--- src/rtl/dmem_arbiter.sv ---
// dmem_arbiter: round-robin N-requester front end for the single-port data memory.
// One access in flight; illegal addresses are answered with an error and never reach memory.
module dmem_arbiter #(
  parameter int NUM_REQ     = 2,
  parameter int XLEN        = 32,
  parameter int DMEM_BYTES  = 4096,
  parameter int MEM_LATENCY = 1
) (
  input  logic                      clk_i,
  input  logic                      rst_i,
  input  logic [NUM_REQ-1:0]        req_valid_i,
  output logic [NUM_REQ-1:0]        req_ready_o,
  input  logic [NUM_REQ-1:0]        req_we_i,
  input  logic [NUM_REQ*XLEN-1:0]   req_addr_i,
  input  logic [NUM_REQ*XLEN-1:0]   req_wdata_i,
  input  logic [NUM_REQ*XLEN/8-1:0] req_be_i,
  output logic [NUM_REQ-1:0]        rsp_valid_o,
  output logic                      rsp_err_o,
  output logic [XLEN-1:0]           rsp_rdata_o,
  output logic                      mem_en_o,
  output logic                      mem_we_o,
  output logic [XLEN-1:0]           mem_addr_o,
  output logic [XLEN-1:0]           mem_wdata_o,
  output logic [XLEN/8-1:0]         mem_be_o,
  input  logic [XLEN-1:0]           mem_rdata_i
);
  localparam int IW = NUM_REQ > 1 ? $clog2(NUM_REQ) : 1;
  localparam int CW = $clog2(MEM_LATENCY + 1);
  localparam int BW = XLEN / 8;
  typedef enum logic [1:0] {IDLE, BUSY, ERR} state_t;
  state_t state_q;
  logic [IW-1:0] rr_q, owner_q, g;
  logic [IW:0] idx;
  logic [CW-1:0] cnt_q;
  logic we_q, hit, legal, accept, done;
  logic [XLEN-1:0] addr_g;
  // Scan offsets high to low so the smallest offset from rr_q wins.
  always_comb begin
    g = rr_q;
    hit = 1'b0;
    idx = '0;
    for (int k = NUM_REQ - 1; k >= 0; k--) begin
      idx = {1'b0, rr_q} + (IW+1)'(k);
      idx = idx >= (IW+1)'(NUM_REQ) ? idx - (IW+1)'(NUM_REQ) : idx;
      if (req_valid_i[idx[IW-1:0]]) begin
        g = idx[IW-1:0];
        hit = 1'b1;
      end
    end
  end
  assign addr_g = req_addr_i[XLEN*g +: XLEN];
  assign legal  = addr_g < XLEN'(DMEM_BYTES) && addr_g[1:0] == 2'b00;
  assign accept = !rst_i && state_q == IDLE && hit;
  assign done   = !rst_i && (state_q == ERR || (state_q == BUSY && cnt_q == CW'(1)));
  always_comb begin
    req_ready_o = accept ? NUM_REQ'(1) << g : '0;
    mem_en_o    = accept && legal;
    mem_we_o    = mem_en_o && req_we_i[g];
    mem_addr_o  = mem_en_o ? addr_g : '0;
    mem_wdata_o = mem_en_o ? req_wdata_i[XLEN*g +: XLEN] : '0;
    mem_be_o    = mem_en_o ? req_be_i[BW*g +: BW] : '0;
    rsp_valid_o = done ? NUM_REQ'(1) << owner_q : '0;
    rsp_err_o   = done && state_q == ERR;
    rsp_rdata_o = done && state_q == BUSY && !we_q ? mem_rdata_i : '0;
  end
  always_ff @(posedge clk_i or posedge rst_i) begin
    if (rst_i) begin
      state_q <= IDLE;
      rr_q    <= '0;
      owner_q <= '0;
      cnt_q   <= '0;
      we_q    <= 1'b0;
    end else if (accept) begin
      state_q <= legal ? BUSY : ERR;
      rr_q    <= g == IW'(NUM_REQ - 1) ? '0 : g + 1'b1;
      owner_q <= g;
      cnt_q   <= CW'(MEM_LATENCY);
      we_q    <= req_we_i[g];
    end else if (state_q == BUSY) begin
      cnt_q <= cnt_q - 1'b1;
      if (cnt_q == CW'(1)) state_q <= IDLE;
    end else if (state_q == ERR) begin
      state_q <= IDLE;
    end
  end
endmodule

--- config.mk ---
export PLATFORM = sky130hd
export DESIGN_NAME = dmem_arbiter
export DESIGN_NICKNAME = d
export VERILOG_FILES = /design/src/rtl/dmem_arbiter.sv
export SDC_FILE = /design/constraint.sdc
export NUM_CORES = 1
export LEC_CHECK = 0
export ABC_AREA = 1
export CELL_PAD_IN_SITES_DETAIL_PLACEMENT = 1
export CELL_PAD_IN_SITES_GLOBAL_PLACEMENT = 2
export CORE_MARGIN = 4
export CORE_UTILIZATION = 12
export CTS_CLUSTER_DIAMETER = 50
export DETAILED_ROUTE_END_ITERATION = 10
export PLACE_DENSITY_LB_ADDON = 0.1
export SKIP_LAST_GASP = 1
export SLEW_MARGIN = 0
export SYNTH_ARGS = -nofsm -noshare
export SYNTH_HDL_FRONTEND = slang
export SYNTH_SLANG_ARGS = --single-unit
--- constraint.sdc ---
create_clock -name clk_i -period 6.4 [get_ports clk_i]
set_clock_uncertainty 0.1 [all_clocks]
set_input_delay 1.6 -clock clk_i [delete_from_list [all_inputs] [get_ports clk_i]]
set_output_delay 1.6 -clock clk_i [all_outputs]
set_load 0.005 [all_outputs]
; ---- Word level (Yosys, flattened, before mapping)
; Index checks and enable logic that the tools add are counted.
; Widths: inputs -> output; s select.
[word_totals]
out_inout_bits = 107
elab_cells = 68
in_bits = 174
register_bits = 6
[classes]
shift = 5
mux = 26
n_reduce_logical = 18
n_addsub = 5
n_eq_ne = 3
n_lt_le_gt_ge = 6
[ops]
columns = op, n
row1 = $shiftx 64x7->32, 2
row2 = $mux 32, 3
row3 = $lt 32x13->1 const B, 1
row4 = $mux 1, 15
row5 = $mux 2, 7
row6 = $logic_and 1x1->1, 10
row7 = $shiftx 8x4->4, 1
row8 = $lt 1x2->1 const B, 3
row9 = $logic_not 2->1, 2
row10 = $mux 4, 1
row11 = $shl 1x1->2 const A, 2
row12 = $ne 3x3->1 const B, 1
row13 = $reduce_bool 3->1, 1
row14 = $sub 1x1->1 const B, 3
row15 = $add 1x1->2 const B, 1
row16 = $eq 2x1->1 const B, 1
row17 = $eq 2x2->1 const B, 1
row18 = $ge 1x2->1 const B, 1
row19 = $ge 2x2->1 const B, 1
row20 = $logic_not 1->1, 2
row21 = $reduce_and 2->1, 1
row22 = $reduce_bool 2->1, 1
row23 = $add 1x1->1 const B, 1
row24 = $logic_or 1x1->1, 1

; ---- Longest topological paths before layout
; Gate-level depths: netlist of run 1.
[logic_depth]
ltp_word = 12
mapped_depth = 14
depth_no_buf = 12

; ---- Least setup slack after synthesis of run 1
; No wires, ideal clock.
[synth_path]
path_type = input-to-output
startpoint = input req_valid_i[1]
endpoint = output mem_wdata_o[16]
slack_ns = 1.813
n_path_buf = 4
required_ns = 4.700
arrival_ns = 2.887
cell_stages = 12
path_cell_list = nand2_1 -> nand2_2 -> nand2_1 -> buf_6 -> buf_6 -> o21ai_1 -> nand3_1 -> nor2_2 -> nand3_2 -> buf_6 -> buf_8 -> nor2_4
[synth_via]
elab_chain_cells = 9
word_cells_on_any_way = 16
classes_between = order compare: 1 / shift: 2 / mux: 9 / reduce/logical: 4
[synth_rtl]
columns = element, line_no
row1 = from (decl), 11  ; input logic [NUM_REQ-1:0] req_valid_i,
row2 = $mux 1 (implied by the code) (2 in series), 45  ; if (req_valid_i[idx[IW-1:0]]) begin
row3 = $mux 1 (2 in series), 45
row4 = $shiftx 64x7->32, 51  ; assign addr_g = req_addr_i[XLEN*g +: XLEN];
row5 = $lt 32x13->1 or $logic_not 2->1 (tied branches), 52  ; assign legal = addr_g < XLEN'(DMEM_BYTES) && addr_g[1:0] == 2'b00;
row6 = $logic_and 1x1->1, 52
row7 = $logic_and 1x1->1, 57  ; mem_en_o = accept && legal;
row8 = $mux 32 *, 60  ; mem_wdata_o = mem_en_o ? req_wdata_i[XLEN*g +: XLEN] : '0;
row9 = to (decl), 23  ; output logic [XLEN-1:0] mem_wdata_o,
; Every way passes the cells marked *; elsewhere a longest branch is shown, timed or not. The select of a mux whose other input is x is not followed.

; ---- Final worst setup path of run 1
[layout_path]
startpoint = input req_valid_i[1]
endpoint = output mem_wdata_o[6]
; The elaborated chain is that of the path after synthesis.

==> flow_results.org, run 1 <==
** Finish
- The library cell used most frequently in the layout, excluding fill and tap cells, is clkdlybuf4s50_1.
- Post-synthesis to final-layout area growth :: 122.2%
- Once layout is done, the placed cells without fillers occupy ~5200 um^2.
- The repair_antennas step left the layout with diodes totalling 0.
- In the layout the commonest cells are clkdlybuf4s50_1, inv_1, nor2_1, nand2_1, mux2_2.
- Measured on the finished design, the core utilization comes to between 20% and 30%.
- Nets :: 830
- Proportion of layout cells with a drive suffix above 1 :: 12.08%

** Status
- The run finished with clean final reports.

** Synthesis
- By area the synthesized netlist is led by mux2_2, inv_1, nor2_1.
- In this run the cell area of the synthesized design comes to about 2300 um^2.
- The Yosys step of the flow raised 0 warnings.
- The average instance in the mapped netlist occupies approximately 5.7 um^2.
- Yosys mapped the design onto 22 distinct sky130hd cell types.
- Sequential share of the synthesized area :: ~6.5%
- Top cell type's share of synthesized area :: about 22%
- Post-synthesis sequential element count :: 6
- The biggest area contributor in the post-synthesis netlist is mux2_2.
- Cell count after synthesis :: 408

** Worst setup path
- Critical path, cell by cell :: clkdlybuf4s50_1, inv_1, nand2_2, nand2_4, nand2_1, nand2_1, nor2_1, nand3_1, nor2_1, nand3_2, buf_12, nor2_1, clkdlybuf4s50_1
- Crit-path slowest cell :: clkdlybuf4s50_1
- Critical path arrival :: 4220 ps
- Critical Path Sink Type :: output pin
- Worst EP required :: about 4700 ps
- The worst setup path is launched from an input port.
- In this design, the critical path's most frequently occurring cell is nor2_1.
- Number of buffers and inverters on the critical path :: 4
- Maximum single-stage delay on the critical path :: 520 ps
- The setup path with the least slack is of type input port to output pin.
- In this run the worst path has a maximum fanout of 48.
- Largest delay contributor family on the critical path :: buffers and inverters

** Clock tree
- TritonCTS built the clock tree.
- Number of buffers inserted by hold repair at cts :: 0
- Clock Path Buffers :: 2
- Number of buffers created by CTS :: 3
- The root buffer cell chosen for the clock tree is clkbuf_16.
- At the later pin of the worst-skew pair, clock insertion delay measures 220 ps.
- Total setup buffers inserted after CTS :: 0
- Clock-pin slew was measured on the worst setup and hold paths at 30 ps.
- The number of gates resized after CTS was 0.
- In this run the number of H-tree levels came out at 1.
- Counting every sink on the clock net gives 6.

** Min path
- Hold Path Class :: register to register

** Power
- Switching portion of total power :: 24.41%
- Share of total power in sequential cells :: between 10% and 20%
- Comb power frac :: about 58%
- Share of total power in the clock network :: between 30 and 40%
- Sw Pwr :: 0.00007939 W
- Maximum vdd drop :: 77.59 uV
- The internal portion of the total power is ~0.00025 W.
- The analysis attributes to cell leakage a power of approximately 2.4 nW.
- Total power density per cell area :: 63.15 nW/um^2
- Final Total Pwr :: between 0.0003 and 0.0004 W

** Global route
- Via count of the first global-routing pass :: 3543
- GRT Residual Overflow :: 0
- The initial antenna violation count is 0.
- Largest net degree at the start of global routing :: slightly below 50
- The first global-routing pass estimated roughly 19 mm of wire.
- Global routing used between 10% and 20% of the available tracks.

** Placed design
- In this run the tool buffered the top-level ports with 258 buffer cells.
- The congestion estimate from routability-driven global placement came to between 0.7 and 0.8.
- Once placement finished, the instance area stood at about 5000 um^2.
- After legalization and detailed placement, the total HPWL measured 10.18 mm.

** Floorplan
- Chip Height :: 147 um
- Number of I/O pins :: between 200 and 300
- In this run the horizontal extent of the chip is 147 um.
- In this run the core area contains 50 standard-cell rows.
- The core region is between 15000 and 20000 um^2.
- Initial core utilization :: approximately an eighth
- The floorplan step defined a die boundary enclosing 21610 um^2.

** Route
- Via count of the routed design :: 3192
- Initial DRC count :: 38
- Avg Vias per Cell :: 3.492
- Drt first pass iters :: 4
- The final layout contains routed wiring with a total length of ~12 mm.
- Average wire per standard cell :: 13.08 um
- Once detail routing completed, the nets flagged for antenna violations numbered 0.
- In the routed design, unresolved DRC markers number 0.

** Timing
- The count of final max-slew check failures was 0.
- Final count of negative-setup-slack endpoints :: 0
- Achievable clock frequency :: between 150 and 200 MHz
- Ratio of final minimum period to clock period :: between 90 and 100%
- Final critical path time including I/O delays and setup :: approximately 5900 ps
- Unrepaired setup endpoints after global routing :: false
- Setup TNS :: 0 ps
- Final hold analysis gives a worst-case slack of roughly 400 ps.
- Final-report hold violation count :: 0

** Run
- The tool flagged a number of max-cap violations equal to 0.
==> final timing paths <==
| check | startpoint | end | slack (ps) | depth (start not counted) |
|---|---|---|---|---|
| max in group asynchronous | rst_i | cnt_q$_DFFE_PP0P_ | 4400 | 2 |
| hold reg to reg | state_q[0]$_DFFE_PP0P_ | state_q[1]$_DFFE_PP0P_ | 400 | 2 |
| setup reg to reg | rr_q$_DFFE_PP0P_ | state_q[1]$_DFFE_PP0P_ | 4290 | 12 |
| min in group asynchronous | rst_i | owner_q$_DFFE_PP0P_ | 1560 | 2 |
| setup / recovery | req_valid_i[1] | mem_wdata_o[6] | 480 | 13 |
| hold / removal | state_q[0]$_DFFE_PP0P_ | state_q[1]$_DFFE_PP0P_ | 400 | 2 |
==> power groups by stage <==
stage,logic [W],registers [W],clock network [W]
2_1_floorplan,0.0000828,0.0000386,0
3_3_place_gp,0.000187,0.0000386,0
3_5_place_dp,0.000190,0.0000386,0
4_1_cts,0.000192,0.0000382,0.000102
5_1_grt,0.000208,0.0000382,0.000104
6_report,0.000188,0.0000382,0.0000992
==> routing by layer <==
layer  vias up  track usage, %  wire length (um)
met5         -               0                 0
met4         0          0.8388                51
met3         4           5.398              1487
met2       157           19.61              6002
met1      1395           10.70              4411
li1       1636               -                 -
==> Yosys cell counts <==
cell,count
clkbuf_1,5
nand3_1,21
nor2_4,10
or2_2,1
buf_8,1
dfrtp_1,6
nand3b_1,7
buf_2,10
inv_1,105
buf_6,4
nand3_2,1
conb_1,1
mux2_2,46
a21oi_1,4
nand2_2,2
a22oi_1,1
nor2_2,9
buf_4,22
o21ai_1,2
nand2_1,67
o21ai_0,2
nor2_1,81
==> logic make-up (layout without fill, tap and decap cells) <==
logic type	Yosys count	after routing	share of synthesized area (%)
simple gates	199	199	39.29
buf+inv	147	372	29.68
mux	46	46	22.34
compound gates	9	9	2.051
flops	6	6	6.476
other cells	1	22	0.1617
==> flip-flops by register name, indices dropped and copies added, names as in the netlist <==
register and cells:
cnt_q 1, owner_q 1, we_q 1, rr_q 1, state_q 2
==> per-stage QoR <==
stage	setup WS, ps	cells
finish	478.9	914
global route	173.8	914
CTS	424.6	914
detailed placement	441.2	911
global placement	491.2	911
floorplan	1813	429
==> worst min-delay path, delay by kind of cell, from the launching register on <==
family	cells	cell delay (ps)
flops	1	350
simple gates	2	120
==> layout make-up <==
class | instances | area (um^2)
Sequential cell | 6 | 150.1
Tap cell | 260 | 325.3
Multi-Input combinational cell | 276 | 1567
Clock buffer | 3 | 75.07
Timing Repair Buffer | 264 | 2640
Inverter | 105 | 394.1
Fill cell | 2314 | 13680
Power figures use the tool's default switching activity.
==> inputs of run 2 (changes only) <==
==> constraint.sdc (replaced) <==
create_clock -name clk_i -period 6.4 [get_ports clk_i]
set_clock_uncertainty 0.1 [all_clocks]
set_input_delay 1.28 -clock clk_i [delete_from_list [all_inputs] [get_ports clk_i]]
set_output_delay 1.28 -clock clk_i [all_outputs]
set_load 0.005 [all_outputs]
==> flow_results.org, run 2 (synthesis results as in run 1) <==
** Route
- Summed over all layers, the routed wires come to about 12 mm.
- Initial DRC count :: slightly below 50
- Avg Vias per Cell :: roughly 3.5
- Remaining design rule violation count :: 0
- Antenna-violating nets left :: 0
- The routed layout has around 3200 vias.
- In the final routed layout, each cell accounts on average for 12.96 um.
- Drt first pass iters :: 4

** Worst setup path
- Worst setup path category :: input port to output pin
- Origin of the worst setup path :: req_valid_i[1]
- Maximum single-stage delay on the critical path :: between 500 and 600 ps
- Crit-path slowest cell :: clkdlybuf4s50_1
- Worst EP required :: 5020 ps
- Cell depth of the worst flop-to-flop path :: 11
- Critical path arrival :: 4030 ps
- Critical path, cell by cell :: clkdlybuf4s50_1, nand2_1, nand2_2, nand2_4, nand2_1, nand2_1, nand2_1, nor2_1, nand2_1, nor2_1, nand3_2, buf_4, nor2_1, clkdlybuf4s50_1
- Cell occurring most often along the worst timing path :: nand2_1
- The worst setup path is captured at an output pin.
- Critical register-to-register path endpoint :: state_q[0]$_DFFE_PP0P_
- The startpoint identified for the worst register-to-register timing path is rr_q$_DFFE_PP0P_.
- Reg-to-reg setup timing slack :: roughly 4000 ps
- Kind of start point of the critical path :: input port
- In this run the worst path has a maximum fanout of 48.

** Run
- Number of max-cap violations :: 0

** Placed design
- Gpl congestion :: 0.6927
- The count of buffers added on input and output ports is between 200 and 300.
- Final HPWL DP :: 9.937 mm

** Power
- The clock network burns between 30 and 40% of the power.
- Sw Pwr :: ~0.000081 W
- Cell leakage power :: 2.383 nW
- For this design the ratio of total power to cell area is ~64 nW/um^2.
- Of the total power, the share spent switching nets is between 20% and 30%.
- Cell internal power was estimated by the tool at 0.0002457 W.
- Maximum vdd drop :: between 50 and 60 uV
- Comb power frac :: 57.3%
- Share of total power in sequential cells :: between 10% and 20%

** Clock tree
- TritonCTS built the clock tree.
- CTS built an H-tree with a depth of 1.
- Total setup buffers inserted after CTS :: 0
- Counting every sink on the clock net gives 6.
- Cts repair resizes :: 0
- Clock transition at path regs :: around 30 ps
- The clock reaches the later pin of the worst-skew pair after 230 ps.
- Clock Path Buffers :: 2
- Clock tree root buffer cell :: clkbuf_16
- The number of hold buffers added after CTS was 0.
- Number of buffers created by CTS :: 3

** Finish
- Most common cell after layout, fill and taps aside :: clkdlybuf4s50_1
- Counting flops per register, the top entry is state_q.
- Nets :: 829
- Most frequent cells in the layout :: clkdlybuf4s50_1, inv_1, nor2_1, nand2_1, mux2_2
- The repair_antennas step left the layout with diodes totalling 0.
- From synthesis to final layout, the design area changed by 121.3%.
- Proportion of layout cells with a drive suffix above 1 :: approximately an eighth
- Number of flip-flops in the largest register :: 2

** Timing
- Achievable clock frequency :: 184.8 MHz
- The count of final max-slew check failures is 0.
- The clock period could shrink to 5411 ps.
- Unrepaired setup endpoints after global routing :: false
- The worst path uses between 80% and 90% of the clock period.
- Setup TNS :: 0 ps
- The number of endpoints with negative hold slack in the final report was 0.
- Measured slew at the worst slew-check pin :: between 700 and 800 ps
- Final count of negative-setup-slack endpoints :: 0
- Headroom to the max-slew limit came out at approximately 47%.
- Worst hold slack :: around 420 ps

** Floorplan
- During I/O placement, the number of pins put on the boundary was 281.
- Die width :: around 150 um
- Placeable core region :: around 19000 um^2
- The floorplan step defined a die boundary enclosing about 22000 um^2.
- Chip Height :: between 100 and 150 um
- The floorplan has 50 rows.
- Initial core utilization :: 12.31%

** Status
- Result of the run :: complete, no violations

** Global route
- Via count of the first global-routing pass :: roughly 3400
- Initial antenna violation count :: 0
- Entering global routing, the biggest net connects 49 pins.
- GRT Residual Overflow :: 0
- The first global-routing pass estimated around 18 mm of wire.
- Global Route Usage Sum :: about a tenth

** Min path
- The tightest min-delay check is of the register to register type.
- Worst Min Path Start :: state_q[0]$_DFFE_PP0P_
- Counting instances, the worst hold path has a depth of 2.
- Endpoint, Worst Hold :: state_q[0]$_DFFE_PP0P_
==> run 2: changes by cell type in the layout (fill, tap and decap cells not counted), sizes merged <==
cell and delta:
buf -1
==> run 2: worst max-delay path: cells and delay by family <==
family	cells	cell delay (ps)
buffers and inverters	3	1300
and+or+nand+nor	11	1340
==> run 2: routing by layer <==
metal | GRT usage [%] | vias to the layer above | wire [um]
li1 | - | 1633 | -
met1 | 11.59 | 1392 | 4735
met2 | 19.01 | 153 | 5904
met3 | 4.010 | 4 | 1165
met4 | 0.8388 | 0 | 27
met5 | 0 | - | 0
==> run 2: worst max-delay path by stage <==
stage                      end  slack, ps  cells past startpoint
2_1_floorplan  mem_wdata_o[16]       2450                     12
3_3_place_gp     mem_addr_o[3]        960                     14
3_5_place_dp   mem_wdata_o[15]        940                     14
4_1_cts         mem_wdata_o[4]        920                     14
5_1_grt          mem_addr_o[5]        590                     13
6_report         mem_addr_o[4]        990                     14
==> run 2: power by group through the flow <==
| stage | Sequential (W) | Clock (W) | Combinational (W) |
|---|---|---|---|
| floorplan | 0.0000386 | 0 | 0.0000828 |
| global placement | 0.0000386 | 0 | 0.000187 |
| detailed placement | 0.0000386 | 0 | 0.000189 |
| CTS | 0.0000382 | 0.000103 | 0.000190 |
| global route | 0.0000382 | 0.000105 | 0.000208 |
| finish | 0.0000382 | 0.000101 | 0.000187 |
==> run 2: area by class of cell <==
cell class	count	area, um^2
well taps	260	325.3
flip-flops and latches	6	150.1
clock buffers	3	75.07
repair buffers	263	2620
inverters	105	394.1
fillers	2336	13700
multi-input cells	276	1567
==> run 2: stage by stage <==
step                      worst slack [ps]   power, W  instance area, um^2  utilization (%)  std cells
final                                988.9  0.0003268                 5131            27.25        913
after global routing                 591.4  0.0003517                 5131            27.25        913
after CTS                            918.1  0.0003319                 5131            27.25        913
after detailed placement             940.6  0.0002277                 5056            26.85        910
after global placement               961.5  0.0002254                 5056            26.85        910
after floorplan                       2453  0.0001214                 2397                -        429
==> inputs of run 3 (changes only) <==
--- a/config.mk
+++ b/config.mk
@@ -9,7 +9,7 @@
 export CELL_PAD_IN_SITES_DETAIL_PLACEMENT = 1
 export CELL_PAD_IN_SITES_GLOBAL_PLACEMENT = 2
 export CORE_MARGIN = 4
-export CORE_UTILIZATION = 12
+export CORE_UTILIZATION = 10
 export CTS_CLUSTER_DIAMETER = 50
 export DETAILED_ROUTE_END_ITERATION = 10
 export PLACE_DENSITY_LB_ADDON = 0.1
==> constraint.sdc (replaced) <==
create_clock -name clk_i -period 4.8 [get_ports clk_i]
set_clock_uncertainty 0.1 [all_clocks]
set_input_delay 0.96 -clock clk_i [delete_from_list [all_inputs] [get_ports clk_i]]
set_output_delay 0.96 -clock clk_i [all_outputs]
set_load 0.005 [all_outputs]
==> flow_results.org, run 3 (synthesis results as in run 1) <==
** Clock tree
- Number of buffers created by CTS :: 3
- Clock latency on the worst-skew pair :: 230 ps
- Number of buffers inserted by hold repair at cts :: 0
- CTS Sinks :: 6
- Clock tree from TritonCTS :: yes
- Count of H-tree levels built during CTS :: 1
- No sink is reached through more buffers than the 2 on the longest clock path.
- After clock tree synthesis, the clock-pin slew on the worst setup and hold paths is around 30 ps.
- In this run the clock root is driven by a clkbuf_16.

** Finish
- Most common cell after layout, fill and taps aside :: clkdlybuf4s50_1
- Proportion of layout cells with a drive suffix above 1 :: 13.03%
- Summing all multi-input logic gate instances after layout gives about 1600 um^2.
- Filler instances :: 2755
- Post-synthesis to final-layout area growth :: 127.5%
- Area taken by flip-flops and latches :: 150.1 um^2
- Nets :: roughly 840
- Most flop-heavy register :: state_q
- The register with the most flip-flops in the layout has 2 of them.
- Share of the core filled with cells in the final layout :: 23.22%
- The repair_antennas step left the layout with diodes totalling 0.
- Most frequent cells in the layout :: clkdlybuf4s50_1, inv_1, nor2_1, nand2_1, mux2_2

** Worst setup path
- In this design, the stage delay of the slowest critical-path cell is 530 ps.
- Top fanout value on the critical path :: 28
- Crit-path slowest cell :: clkdlybuf4s50_1
- Data on the critical path arrives at its endpoint at 3400 ps.
- Data on the critical path is required at its endpoint by approximately 3700 ps.
- Critical path, cell by cell :: clkdlybuf4s50_1, nand2_1, nand2_2, nand2_8, nand2_1, nand2_1, nor2_1, nand3_1, nor2_2, nand3_4, buf_6, nor2_1, clkdlybuf4s50_1
- Critical Path Sink Type :: output pin
- Among the stages of the critical path, the cell type that occurs most often is nand2_1.
- The critical path in this run is classified as input port to output pin.
- Kind of start point of the critical path :: input port

** Route
- Wires add up to approximately 12 mm.
- Antenna-violating nets left :: 0
- Drt first pass iters :: 3
- For this run, design rule violations remaining after detail routing come to 0.
- Dividing the detail-routed via count by the number of cells gives 3.415.
- For this block, the via count after detailed routing is between 3000 and 4000.
- Initial DRC count :: between 50 and 60
- Dividing the detail-routed wire length by the instance count gives roughly 13 um.

** Timing
- Final count of negative-setup-slack endpoints :: 0
- Unrepaired setup endpoints after global routing :: false
- The worst path in the final design needs a cycle of 4464 ps, including I/O delays and setup.
- Achievable clock frequency :: 224.0 MHz
- The count of final max-slew check failures was 0.
- Final-report hold violation count :: 0
- Summed over all failing endpoints, the final setup total negative slack is 0 ps.
- The final critical path takes up between 90% and 100% of the cycle.

** Floorplan
- Number of I/O pins :: 281
- From left edge to right edge, the die measures ~160 um.
- Chip Height :: ~160 um
- Count of standard-cell rows :: between 50 and 60
- Placeable core region :: approximately 23000 um^2
- Total Die Area :: 25680 um^2
- Initial core utilization :: 10.21%

** Global route
- The first global-routing pass estimated 18.95 mm of wire.
- The initial antenna violation count was 1.
- Largest net degree at the start of global routing :: 29
- Global Route Usage Sum :: roughly 9%
- The via count of the first global-routing pass was approximately 3600.
- GRT Residual Overflow :: 0

** Power
- Switching portion of total power :: approximately a quarter
- In this run, the combinational gates consume between 50% and 60% of the power.
- Maximum vdd drop :: 67.16 uV
- Total power density per cell area :: approximately 84 nW/um^2
- Share of total power in sequential cells :: between 10 and 15%
- The analysis attributes to cell leakage a power of 2.436 nW.
- Internal Power :: approximately 0.00033 W
- In this run the power spent charging and discharging nets is approximately 0.00011 W.
- The clock network accounts for between 30 and 40% of the total power.

** Placed design
- Port buffering added around 260 buffers.
- Final HPWL DP :: 10.62 mm
- Routability-driven placement finished with a final weighted congestion of just under 0.7.

** Run
- Max-cap violations in this run came to 0.

** Min path
- The tightest min-delay check is of the register to register type.

** Status
- Result of the run :: complete, no violations
[run 3: worst paths after layout]
path                                        start                      to  slack (ps)  depth (start not counted)
max                                req_valid_i[1]          mem_wdata_o[9]         340                         13
min                        state_q[0]$_DFFE_PP0P_  state_q[1]$_DFFE_PP0P_         390                          2
max reg2reg                      rr_q$_DFFE_PP0P_  state_q[0]$_DFFE_PP0P_        2900                         11
min reg2reg                state_q[0]$_DFFE_PP0P_  state_q[1]$_DFFE_PP0P_         390                          2
max in group asynchronous                   rst_i  state_q[0]$_DFFE_PP0P_        3510                          3
min in group asynchronous                   rst_i       cnt_q$_DFFE_PP0P_         970                          3
[run 3: through the flow]
stage,area (um^2),hold slack [ps],total power [W],setup slack (ps),instances
after floorplan,2397,370.3,0.0001619,1493,429
after global placement,5152,404.3,0.0003046,126.9,942
after detailed placement,5152,390.9,0.0003077,132.6,942
after CTS,5228,398.1,0.0004474,107.6,945
after global routing,5274,442.5,0.0004758,30.18,945
final,5274,393.5,0.0004413,335.5,945
[run 3: worst max-delay path, delay by kind of cell]
family / cells / cell delay (ps)
buffers and inverters: 3 / 1210
and+or+nand+nor: 10 / 1200
[run 3: routing by layer]
layer | vias up | wire length, um | GRT usage [%] | share of wire (%)
li1 | 1648 | - | - | -
met1 | 1397 | 4704 | 10.05 | 39
met2 | 172 | 5661 | 15.36 | 47
met3 | 8 | 1652 | 4.981 | 14
met4 | 2 | 93 | 0.9777 | 0.77
met5 | - | 7 | 0 | 0.058
[run 3: power groups by stage]
stage	sequential, W	clock (W)	combinational (W)
2_1_floorplan	0.0000515	0	0.000110
3_3_place_gp	0.0000515	0	0.000253
3_5_place_dp	0.0000515	0	0.000256
4_1_cts	0.0000509	0.000139	0.000258
5_1_grt	0.0000509	0.000143	0.000282
6_report	0.0000509	0.000136	0.000255
[run 3: layout make-up]
type | count | share of cell area, %
Clock buffer | 3 | 1.423
Inverter | 105 | 7.473
Multi-Input combinational cell | 276 | 30.06
Sequential cell | 6 | 2.847
Tap cell | 285 | 6.762
Timing Repair Buffer | 270 | 51.44
[run 3: timing repair]
item,in CTS,in global routing
setup endpoints to repair,0,46
resized for setup,0,10
buffers inserted,0,0
